==> config.mk <==
export PLATFORM = sky130hd
export DESIGN_NAME = instr_decode_stage_flat
export DESIGN_NICKNAME = d
export VERILOG_FILES = /design/src/rtl/instr_decode_stage_pkg.sv /design/src/rtl/instr_decode_stage_if.sv /design/src/rtl/instr_decode_stage_comb.sv /design/src/rtl/instr_decode_stage.sv /design/src/flat_wrapper.sv
export SDC_FILE = /design/constraint.sdc
export NUM_CORES = 1
export LEC_CHECK = 0
export ABC_AREA = 1
export BUFFER_PORTS_ARGS = -buffer_cell sky130_fd_sc_hd__buf_4
export CORE_MARGIN = 5
export CORE_UTILIZATION = 50
export CTS_CLUSTER_DIAMETER = 100
export DETAILED_ROUTE_END_ITERATION = 10
export PLACE_DENSITY_LB_ADDON = 0.1
export SLEW_MARGIN = 20
export SYNTH_ARGS = -nofsm -noshare
export SYNTH_HDL_FRONTEND = slang
export SYNTH_SLANG_ARGS = --single-unit
==> constraint.sdc <==
create_clock -name clk -period 7.4 [get_ports clk]
set_input_delay 0.74 -clock clk [delete_from_list [all_inputs] [get_ports clk]]
set_output_delay 0.74 -clock clk [all_outputs]
set_load 0.03 [all_outputs]
==> src/rtl/instr_decode_stage_pkg.sv <==
// rtl/instr_decode_stage_pkg.sv - shared ALU, opcode and format codes for the RV32I decode stage
package instr_decode_stage_pkg;

    localparam int ALU_W = 4;

    localparam logic [ALU_W-1:0] ALU_ADD    = 4'd0;
    localparam logic [ALU_W-1:0] ALU_SUB    = 4'd1;
    localparam logic [ALU_W-1:0] ALU_SLL    = 4'd2;
    localparam logic [ALU_W-1:0] ALU_SLT    = 4'd3;
    localparam logic [ALU_W-1:0] ALU_SLTU   = 4'd4;
    localparam logic [ALU_W-1:0] ALU_XOR    = 4'd5;
    localparam logic [ALU_W-1:0] ALU_SRL    = 4'd6;
    localparam logic [ALU_W-1:0] ALU_SRA    = 4'd7;
    localparam logic [ALU_W-1:0] ALU_OR     = 4'd8;
    localparam logic [ALU_W-1:0] ALU_AND    = 4'd9;
    localparam logic [ALU_W-1:0] ALU_PASS_B = 4'd10;
    localparam logic [ALU_W-1:0] ALU_EQ     = 4'd11;
    localparam logic [ALU_W-1:0] ALU_NE     = 4'd12;
    localparam logic [ALU_W-1:0] ALU_GE     = 4'd13;
    localparam logic [ALU_W-1:0] ALU_GEU    = 4'd14;

    localparam logic [6:0] OPC_LUI      = 7'b0110111;
    localparam logic [6:0] OPC_AUIPC    = 7'b0010111;
    localparam logic [6:0] OPC_JAL      = 7'b1101111;
    localparam logic [6:0] OPC_JALR     = 7'b1100111;
    localparam logic [6:0] OPC_BRANCH   = 7'b1100011;
    localparam logic [6:0] OPC_LOAD     = 7'b0000011;
    localparam logic [6:0] OPC_STORE    = 7'b0100011;
    localparam logic [6:0] OPC_OP_IMM   = 7'b0010011;
    localparam logic [6:0] OPC_OP       = 7'b0110011;
    localparam logic [6:0] OPC_MISC_MEM = 7'b0001111;
    localparam logic [6:0] OPC_SYSTEM   = 7'b1110011;

    typedef enum logic [2:0] {
        FMT_NONE = 3'd0,
        FMT_R    = 3'd1,
        FMT_I    = 3'd2,
        FMT_S    = 3'd3,
        FMT_B    = 3'd4,
        FMT_U    = 3'd5,
        FMT_J    = 3'd6
    } fmt_e;

endpackage

==> src/rtl/instr_decode_stage_if.sv <==
// rtl/instr_decode_stage_if.sv - fetch-side and execute-side handshake bundle of the decode stage
interface instr_decode_stage_if #(
    parameter int XLEN     = 32,
    parameter int ALU_OP_W = 4
);
    logic                in_valid;
    logic                in_ready;
    logic [31:0]         in_instr;
    logic [XLEN-1:0]     in_pc;
    logic                out_valid;
    logic                out_ready;
    logic [XLEN-1:0]     out_pc;
    logic [4:0]          out_rd;
    logic [4:0]          out_rs1;
    logic [4:0]          out_rs2;
    logic [XLEN-1:0]     out_imm;
    logic [ALU_OP_W-1:0] out_alu_op;
    logic [2:0]          out_fmt;
    logic                out_use_pc;
    logic                out_wb_en;
    logic                out_illegal;

    modport master (
        output in_valid, in_instr, in_pc, out_ready,
        input  in_ready, out_valid, out_pc, out_rd, out_rs1, out_rs2, out_imm,
               out_alu_op, out_fmt, out_use_pc, out_wb_en, out_illegal
    );

    modport slave (
        input  in_valid, in_instr, in_pc, out_ready,
        output in_ready, out_valid, out_pc, out_rd, out_rs1, out_rs2, out_imm,
               out_alu_op, out_fmt, out_use_pc, out_wb_en, out_illegal
    );
endinterface

==> src/rtl/instr_decode_stage_comb.sv <==
// rtl/instr_decode_stage_comb.sv - combinational RV32I field, immediate and ALU-op decoder
module instr_decode_comb
    import instr_decode_stage_pkg::*;
#(
    parameter int XLEN     = 32,
    parameter int ALU_OP_W = 4
) (
    input  logic [31:0]         instr,
    output logic [4:0]          rd,
    output logic [4:0]          rs1,
    output logic [4:0]          rs2,
    output logic [XLEN-1:0]     imm,
    output logic [ALU_OP_W-1:0] alu_op,
    output logic [2:0]          fmt,
    output logic                use_pc,
    output logic                wb_en,
    output logic                illegal
);
    logic [6:0]  opc;
    logic [2:0]  f3;
    logic [6:0]  f7;
    logic [31:0] imm_i, imm_s, imm_b, imm_u, imm_j, imm_sh;

    assign opc    = instr[6:0];
    assign f3     = instr[14:12];
    assign f7     = instr[31:25];
    assign imm_i  = {{20{instr[31]}}, instr[31:20]};
    assign imm_s  = {{20{instr[31]}}, instr[31:25], instr[11:7]};
    assign imm_b  = {{19{instr[31]}}, instr[31], instr[7], instr[30:25], instr[11:8], 1'b0};
    assign imm_u  = {instr[31:12], 12'b0};
    assign imm_j  = {{11{instr[31]}}, instr[31], instr[19:12], instr[20], instr[30:21], 1'b0};
    assign imm_sh = {27'b0, instr[24:20]};

    logic             ill, wr, use_rd, use_rs1, use_rs2, pc_a;
    logic [31:0]      imm32;
    logic [ALU_W-1:0] alu;
    fmt_e             fmt_d;

    always_comb begin
        ill     = 1'b0;
        wr      = 1'b0;
        use_rd  = 1'b0;
        use_rs1 = 1'b0;
        use_rs2 = 1'b0;
        pc_a    = 1'b0;
        imm32   = 32'b0;
        alu     = ALU_ADD;
        fmt_d   = FMT_NONE;
        case (opc)
            OPC_LUI: begin
                fmt_d = FMT_U; imm32 = imm_u; alu = ALU_PASS_B; use_rd = 1'b1; wr = 1'b1;
            end
            OPC_AUIPC: begin
                fmt_d = FMT_U; imm32 = imm_u; pc_a = 1'b1; use_rd = 1'b1; wr = 1'b1;
            end
            OPC_JAL: begin
                fmt_d = FMT_J; imm32 = imm_j; pc_a = 1'b1; use_rd = 1'b1; wr = 1'b1;
            end
            OPC_JALR: begin
                fmt_d = FMT_I; imm32 = imm_i; use_rd = 1'b1; use_rs1 = 1'b1; wr = 1'b1;
                ill = (f3 != 3'b000);
            end
            OPC_BRANCH: begin
                fmt_d = FMT_B; imm32 = imm_b; use_rs1 = 1'b1; use_rs2 = 1'b1;
                case (f3)
                    3'b000:  alu = ALU_EQ;
                    3'b001:  alu = ALU_NE;
                    3'b100:  alu = ALU_SLT;
                    3'b101:  alu = ALU_GE;
                    3'b110:  alu = ALU_SLTU;
                    3'b111:  alu = ALU_GEU;
                    default: ill = 1'b1;
                endcase
            end
            OPC_LOAD: begin
                fmt_d = FMT_I; imm32 = imm_i; use_rd = 1'b1; use_rs1 = 1'b1; wr = 1'b1;
                ill = (f3 == 3'b011) || (f3 == 3'b110) || (f3 == 3'b111);
            end
            OPC_STORE: begin
                fmt_d = FMT_S; imm32 = imm_s; use_rs1 = 1'b1; use_rs2 = 1'b1;
                ill = (f3[2] || f3 == 3'b011);
            end
            OPC_OP_IMM: begin
                fmt_d = FMT_I; imm32 = imm_i; use_rd = 1'b1; use_rs1 = 1'b1; wr = 1'b1;
                case (f3)
                    3'b000: alu = ALU_ADD;
                    3'b010: alu = ALU_SLT;
                    3'b011: alu = ALU_SLTU;
                    3'b100: alu = ALU_XOR;
                    3'b110: alu = ALU_OR;
                    3'b111: alu = ALU_AND;
                    3'b001: begin
                        alu = ALU_SLL; imm32 = imm_sh; ill = (f7 != 7'b0000000);
                    end
                    default: begin
                        // instr[30] picks arithmetic shift; every other funct7 bit must be clear
                        alu   = instr[30] ? ALU_SRA : ALU_SRL;
                        imm32 = imm_sh;
                        ill   = ({f7[6], f7[4:0]} != 6'b0);
                    end
                endcase
            end
            OPC_OP: begin
                fmt_d = FMT_R; use_rd = 1'b1; use_rs1 = 1'b1; use_rs2 = 1'b1; wr = 1'b1;
                if (f7 == 7'b0000000) begin
                    case (f3)
                        3'b000:  alu = ALU_ADD;
                        3'b001:  alu = ALU_SLL;
                        3'b010:  alu = ALU_SLT;
                        3'b011:  alu = ALU_SLTU;
                        3'b100:  alu = ALU_XOR;
                        3'b101:  alu = ALU_SRL;
                        3'b110:  alu = ALU_OR;
                        default: alu = ALU_AND;
                    endcase
                end else if (f7 == 7'b0100000 && f3 == 3'b000) begin
                    alu = ALU_SUB;
                end else if (f7 == 7'b0100000 && f3 == 3'b101) begin
                    alu = ALU_SRA;
                end else begin
                    ill = 1'b1;
                end
            end
            OPC_MISC_MEM: begin
                fmt_d = FMT_I; imm32 = imm_i; ill = (f3 != 3'b000);
            end
            OPC_SYSTEM: begin
                // only ECALL/EBREAK; imm keeps instr[31:20] so the trap logic can tell them apart
                fmt_d = FMT_I; imm32 = imm_i;
                ill   = (instr != 32'h0000_0073) && (instr != 32'h0010_0073);
            end
            default: ill = 1'b1;
        endcase
    end

    assign illegal = ill;
    assign rd      = (ill || !use_rd)  ? 5'd0 : instr[11:7];
    assign rs1     = (ill || !use_rs1) ? 5'd0 : instr[19:15];
    assign rs2     = (ill || !use_rs2) ? 5'd0 : instr[24:20];
    assign imm     = ill ? '0 : XLEN'($signed(imm32));
    assign alu_op  = ill ? ALU_OP_W'(ALU_ADD) : ALU_OP_W'(alu);
    assign fmt     = ill ? FMT_NONE : fmt_d;
    assign use_pc  = pc_a && !ill;
    assign wb_en   = wr && !ill && (instr[11:7] != 5'd0);

endmodule

==> src/rtl/instr_decode_stage.sv <==
// rtl/instr_decode_stage.sv - registered RV32I decode stage with valid/ready, 2-entry skid buffer and flush
module instr_decode_stage
    import instr_decode_stage_pkg::*;
#(
    parameter int XLEN     = 32,
    parameter int ALU_OP_W = ALU_W
) (
    input  logic                 clk,
    input  logic                 rst,
    input  logic                 flush,
    instr_decode_stage_if.slave  bus
);
    typedef struct packed {
        logic [XLEN-1:0]     pc;
        logic [4:0]          rd;
        logic [4:0]          rs1;
        logic [4:0]          rs2;
        logic [XLEN-1:0]     imm;
        logic [ALU_OP_W-1:0] alu_op;
        logic [2:0]          fmt;
        logic                use_pc;
        logic                wb_en;
        logic                illegal;
    } entry_t;

    entry_t dec, main_q, skid_q;
    logic   main_valid, skid_valid;
    logic   accept, consume;

    assign dec.pc = bus.in_pc;

    instr_decode_comb #(
        .XLEN     (XLEN),
        .ALU_OP_W (ALU_OP_W)
    ) u_dec (
        .instr   (bus.in_instr),
        .rd      (dec.rd),
        .rs1     (dec.rs1),
        .rs2     (dec.rs2),
        .imm     (dec.imm),
        .alu_op  (dec.alu_op),
        .fmt     (dec.fmt),
        .use_pc  (dec.use_pc),
        .wb_en   (dec.wb_en),
        .illegal (dec.illegal)
    );

    // in_ready comes straight from a flop so fetch never sees a path from out_ready
    assign bus.in_ready = !skid_valid;
    assign accept       = bus.in_valid && !skid_valid && !flush;
    assign consume      = main_valid && bus.out_ready;

    always_ff @(posedge clk or posedge rst) begin
        if (rst) begin
            main_valid <= 1'b0;
            skid_valid <= 1'b0;
            main_q     <= '0;
            skid_q     <= '0;
        end else if (flush) begin
            main_valid <= 1'b0;
            skid_valid <= 1'b0;
        end else if (!main_valid || consume) begin
            if (skid_valid) begin
                main_q     <= skid_q;
                main_valid <= 1'b1;
                skid_valid <= 1'b0;
            end else begin
                main_valid <= accept;
                if (accept) main_q <= dec;
            end
        end else if (accept) begin
            skid_q     <= dec;
            skid_valid <= 1'b1;
        end
    end

    assign bus.out_valid   = main_valid;
    assign bus.out_pc      = main_q.pc;
    assign bus.out_rd      = main_q.rd;
    assign bus.out_rs1     = main_q.rs1;
    assign bus.out_rs2     = main_q.rs2;
    assign bus.out_imm     = main_q.imm;
    assign bus.out_alu_op  = main_q.alu_op;
    assign bus.out_fmt     = main_q.fmt;
    assign bus.out_use_pc  = main_q.use_pc;
    assign bus.out_wb_en   = main_q.wb_en;
    assign bus.out_illegal = main_q.illegal;

endmodule

==> src/flat_wrapper.sv <==
// flat-port wrapper written by rule: the top's interface ports become plain ports
module instr_decode_stage_flat import instr_decode_stage_pkg::*;
#(
    parameter int XLEN     = 32,
    parameter int ALU_OP_W = ALU_W
)
  (clk, rst, flush, bus_in_valid, bus_in_instr, bus_in_pc, bus_out_ready, bus_in_ready, bus_out_valid, bus_out_pc, bus_out_rd, bus_out_rs1, bus_out_rs2, bus_out_imm, bus_out_alu_op, bus_out_fmt, bus_out_use_pc, bus_out_wb_en, bus_out_illegal);
  instr_decode_stage_if #(.XLEN(XLEN), .ALU_OP_W(ALU_OP_W)) bus_i ();
  input  logic clk;
  input  logic rst;
  input  logic flush;
  input wire logic [$bits(bus_i.in_valid)-1:0] bus_in_valid;
  input wire logic [$bits(bus_i.in_instr)-1:0] bus_in_instr;
  input wire logic [$bits(bus_i.in_pc)-1:0] bus_in_pc;
  input wire logic [$bits(bus_i.out_ready)-1:0] bus_out_ready;
  output wire logic [$bits(bus_i.in_ready)-1:0] bus_in_ready;
  output wire logic [$bits(bus_i.out_valid)-1:0] bus_out_valid;
  output wire logic [$bits(bus_i.out_pc)-1:0] bus_out_pc;
  output wire logic [$bits(bus_i.out_rd)-1:0] bus_out_rd;
  output wire logic [$bits(bus_i.out_rs1)-1:0] bus_out_rs1;
  output wire logic [$bits(bus_i.out_rs2)-1:0] bus_out_rs2;
  output wire logic [$bits(bus_i.out_imm)-1:0] bus_out_imm;
  output wire logic [$bits(bus_i.out_alu_op)-1:0] bus_out_alu_op;
  output wire logic [$bits(bus_i.out_fmt)-1:0] bus_out_fmt;
  output wire logic [$bits(bus_i.out_use_pc)-1:0] bus_out_use_pc;
  output wire logic [$bits(bus_i.out_wb_en)-1:0] bus_out_wb_en;
  output wire logic [$bits(bus_i.out_illegal)-1:0] bus_out_illegal;
  assign bus_i.in_valid = bus_in_valid;
  assign bus_i.in_instr = bus_in_instr;
  assign bus_i.in_pc = bus_in_pc;
  assign bus_i.out_ready = bus_out_ready;
  assign bus_in_ready = bus_i.in_ready;
  assign bus_out_valid = bus_i.out_valid;
  assign bus_out_pc = bus_i.out_pc;
  assign bus_out_rd = bus_i.out_rd;
  assign bus_out_rs1 = bus_i.out_rs1;
  assign bus_out_rs2 = bus_i.out_rs2;
  assign bus_out_imm = bus_i.out_imm;
  assign bus_out_alu_op = bus_i.out_alu_op;
  assign bus_out_fmt = bus_i.out_fmt;
  assign bus_out_use_pc = bus_i.out_use_pc;
  assign bus_out_wb_en = bus_i.out_wb_en;
  assign bus_out_illegal = bus_i.out_illegal;
  instr_decode_stage #(.XLEN(XLEN), .ALU_OP_W(ALU_OP_W)) u_core (.clk(clk), .rst(rst), .flush(flush), .bus(bus_i));
endmodule
# Yosys cells after proc, flatten, opt, wreduce, memory -nomap -nowiden
# Cells that the tools add are included.
# classes
bitwise	2
eq_ne	21
mux	35
reduce_logical	45
# op_table
op	n
case mux 32 bit (6 select lines)	1
two-way mux 89 bit	2
two-way mux 32 bit	2
case mux 4 bit (7 select lines)	2
!= test 32 x 21 -> 1 bit, second input constant	1
!= test 32 x 7 -> 1 bit, second input constant	1
== test 7 x 6 -> 1 bit, second input constant	4
== test 7 bit, second input constant	4
case mux 4 bit (6 select lines)	1
case mux 3 bit (6 select lines)	1
OR reduction 6 bit	3
case mux 4 bit (4 select lines)	1
two-way mux 1 bit	15
two-way mux 5 bit	3
== test 7 x 5 -> 1 bit, second input constant	2
== test 3 bit, second input constant	4
logical AND 1 bit	9
two-way mux 3 bit	3
two-way mux 4 bit	2
case mux 1 bit (8 select lines)	1
== test 7 x 2 -> 1 bit, second input constant	1
== test 7 x 4 -> 1 bit, second input constant	1
logical NOT 1 bit	7
logical NOT 7 bit	1
17 further kinds	31
# word_totals
regBits	180
output_inout_bits	91

# Depth between registers and ports, before layout
# logic_depth
ltp_word	11
depth_mapped	13
depth_no_buf	13

# Hierarchy
# From an unflattened synthesis, not the netlist that was laid out.
# unflattened
cells_unflattened	1376
hier_area_um2	9481.6
# modules_own_cells
mod	instances	cells_each	area_each_um2
instr_decode_stage	1	1072	8150.3
instr_decode_comb	1	304	1331.3

# Worst setup path after synthesis
# Ideal clock, no wire load.
# synth_timing
path_kind	input -> register
startpoint	input bus_in_instr[1]
endpoint	register u_core.main_q, in the netlist u_core.bus.out_fmt[2]
t_arrival_ns	1.966
cell_stages	12
setup_ns	0.117
setup_slack_ns	5.318
t_required_ns	7.283
cell_sequence	nand2_1 > nor2_2 > nand2_1 > nor2_1 > nor2_1 > nand2_1 > nor2_8 > buf_4 > nand3b_1 > nand2_1 > nand2_1 > nand2_1
# synth_via
elab_chain_cells	6
elab_cells_between_ends	23
# synth_rtl
element	line	source
start: declaration	flat_wrapper.sv:13	input wire logic [$bits(bus_i.in_instr)-1:0] bus_in_instr;
!= test 32 x 7 -> 1 bit, or another cell as far along	instr_decode_stage_comb.sv:130	ill = (instr != 32'h0000_0073) && (instr != 32'h0010_0073);
logical AND 1 bit, or another cell as far along	instr_decode_stage_comb.sv:130	
case mux 1 bit (8 select lines) or case mux 3 bit (6 select lines) (tied branches)	instr_decode_stage_comb.sv:49	case (opc)
two-way mux 3 bit *	instr_decode_stage_comb.sv:142	assign fmt = ill ? FMT_NONE : fmt_d;
two-way mux 89 bit *	instr_decode_stage.sv:69	if (accept) main_q <= dec;
two-way mux 89 bit *	instr_decode_stage.sv:63	if (skid_valid) begin
end signal: assignment	instr_decode_stage.sv:64	main_q <= skid_q;
end: declaration	instr_decode_stage.sv:26	entry_t dec, main_q, skid_q;
# Mark *: on every way between the ends. The rest lies on a longest branch, timed or not. The select of a mux whose other input is x is not followed.
# A chain may end at the register's enable or synchronous reset.

# Final worst setup path
# layout_timing
startpoint	register u_core.skid_valid
endpoint	register u_core.skid_q[88] (netlist name)
# layout_via
elab_chain_cells	4
# layout_rtl
element	line	source
start: declaration	instr_decode_stage.sv:27	logic main_valid, skid_valid;
start signal: assignment	instr_decode_stage.sv:56	skid_valid <= 1'b0;
start signal: assignment	instr_decode_stage.sv:61	skid_valid <= 1'b0;
start signal: assignment	instr_decode_stage.sv:66	skid_valid <= 1'b0;
logical NOT 1 bit	instr_decode_stage.sv:50	assign accept = bus.in_valid && !skid_valid && !flush;
logical AND 1 bit (2 in a row)	instr_decode_stage.sv:50	
AND reduction 3 bit (no line)	-	
end signal: assignment	instr_decode_stage.sv:58	skid_q <= '0;
end signal: assignment	instr_decode_stage.sv:72	skid_q <= dec;
end: declaration	instr_decode_stage.sv:26	
# Every way passes these cells.

==> results.cfg <==
[run_status]
status = completed

[yosys]
syn_area_per_cell_sq_um = 7.24
synth-edff-count = 0
netlist_area_sq_um = 9010
synth_ff_type = dfrtp_1
yosysWarnings = 0
async_flop_share_pct = 100
yosysSeqAreaShare_pct = 50.0
netlist_instances = 1244
yosys_register_bits = 180
ys_types = 24
synth_fp_nets = 1313

[sta]
slew_viol_final = 0
fmax_mhz = 307
period_needed_ps = 3260
hold_ws_ps = 480
fin_crit_sh_pct = 44.1
hold_viol = 0
worst_slew_pin_slew_ps = 1040
max-slew-margin-rel_pct = 30.4
finalSetupViolCount = 0
skew_ps = 6.94
final.setup.tns_ps = 0
rsz0062_at_grt = no

[cells_and_area]
finalCoreUtilization_pct = 60.8
regArea_sq_um = 4510
syn_to_final_growth_pct = 20.3
final_cell_area_sq_um = 10800
final_common_cell = nand2_1
n_antenna_cell = 0
drive_gt1_share_pct = 16.0
multi_input_area_sq_um = 3890
num-fill-cells = 1687
fin_nets = 1423
mostFrequentLayoutCells = 454 x nand2_1, 179 x dfrtp_1, 166 x buf_4

[critical_path]
crit_fanout = 105
crit_type = reg2reg
end_kind = flip-flop
cp-start-kind = flip-flop
arrival_ps = 3570
cp.required_ps = 7710

[clock_network]
clock_path_buffers = 2
holdBufCountCts = 0
cts_made_buffers = 17
worstSkewPairLatency_ps = 430
htree_levels = 4
postCtsSetupRepairBufs = 0
clock_sinks = 180
path_clk_slew_ps = 70
cts_root_buf = clkbuf_16
ctsResizeCount = 0
tritoncts = done

[routing]
routedWlPerCell_um = 14.7
num_vias = 8255
drc = 0
drtIter0Drc = 629
routed_wirelength_um = 23400
dr.pass1.iters = 7
viasPerCell = 5.18
drtAntennaViolNets = 0

[run]
drv_cap = 0

[placed_design]
hpwl_um = 15600
dpl_cell_area_sq_um = 10300
portBuffers = 159
gp_congestion = 0.926

[floorplan]
fp.dieW_um = 144
io_pins = 160
num_rows = 49
core-area_sq_um = 17800
dieArea_sq_um = 20800
start_util_pct = 50.5
die_y_um = 144

[global_routing]
grt_pass1_wl_um = 38500
grt_max_degree = 108
grt_pass1_vias = 7631
grt_use_total_pct = 22.9
overflow = 0
grt_antenna_before_repair = 0

[power_and_ir_drop]
leakage_nw = 6.01
ir_drop_uv = 162
p_per_area_nw_per_um2 = 225

[min_path]
hold_class = reg2reg
## final timing paths
| check | endpoint | slack, ps | from | cells past startpoint |
|---|---|---|---|---|
| min in group asynchronous | u_core.bus.out_pc[3] | 530 | rst | 2 |
| worst min register to register | u_core.bus.out_imm[5] | 480 | u_core.bus.out_imm[5] | 2 |
| worst min-delay path | u_core.bus.out_imm[5] | 480 | u_core.bus.out_imm[5] | 2 |
| worst max register to register | u_core.skid_q[88] | 4140 | u_core.skid_valid | 5 |
| max in group asynchronous | u_core.skid_valid | 5260 | rst | 3 |
| worst max-delay path | u_core.skid_q[88] | 4140 | u_core.skid_valid | 5 |
## logic make-up after synthesis
| logic type | Yosys count | synth area share, % |
|---|---|---|
| AOI/OAI and AO/OA | 183 | 10.3 |
| and+or+nand+nor | 719 | 32.7 |
| DFF | 180 | 50.0 |
| buffers and inverters | 162 | 7.09 |
## per-stage QoR
stage               power (mW)  setup slack [ps]  cells
floorplan                 1.40              1770   1244
global placement          1.55              4260   1564
detailed placement        1.56              4240   1564
CTS                       2.46              4260   1595
global route              2.56              3770   1595
finish                    2.44              4140   1595
## synthesized netlist by cell type (2+ instances only)
cell	n	area, sq um
o21ai_0	116	581
buf_2	10	50.1
clkbuf_1	49	184
nor2_4	3	33.8
a21oi_1	10	50.1
nand3_1	59	295
nor2_2	4	25.0
inv_2	7	26.3
buf_4	5	37.5
buf_1	11	41.3
nor3_1	2	10.0
dfrtp_1	180	4500
inv_1	80	300
o21ai_1	53	265
nand2_1	455	1710
nor2_1	148	556
nand4_1	45	282
## flip-flops by register name (all words and copies together) (netlist names)
signal,cells
u_core.skid_q,89
u_core.bus.out_rd,5
u_core.bus.out_alu_op,4
u_core.bus.out_illegal,1
u_core.bus.out_imm,32
u_core.bus.out_fmt,3
u_core.bus.out_use_pc,1
u_core.bus.out_pc,32
u_core.bus.out_rs1,5
u_core.bus.out_valid,1
u_core.bus.out_wb_en,1
u_core.skid_valid,1
u_core.bus.out_rs2,5
## final cells by class
class	count	share of cell area, %
clock buffers	20	4.30
clock inverters	11	1.10
inverters	87	3.07
multi-input cells	902	35.9
flip-flops and latches	180	41.5
well taps	229	2.64
repair buffers	166	11.5
## layer usage
layer	up-vias	wire length, um	part of all wire (%)	global-route usage [%]
met4	0	294	1.3	5.20
met2	228	10500	45	35.2
met3	24	1350	5.8	4.37
met5	-	0	0	0
li1	4181	-	-	-
met1	3822	11200	48	34.1
## report_power, final
part | switching [mW] | internal [mW]
sequential | 0.0406 | 1.08
combinational | 0.274 | 0.141
clock | 0.398 | 0.497
## critical path: stages (launching register included)
cell	delay [ps]
dfrtp_2	590
nor2_1	140
nand3_4	90
buf_4	740
clkinv_2	1000
o21ai_0	510
Note: power is estimated with default switching activity, not from simulation.
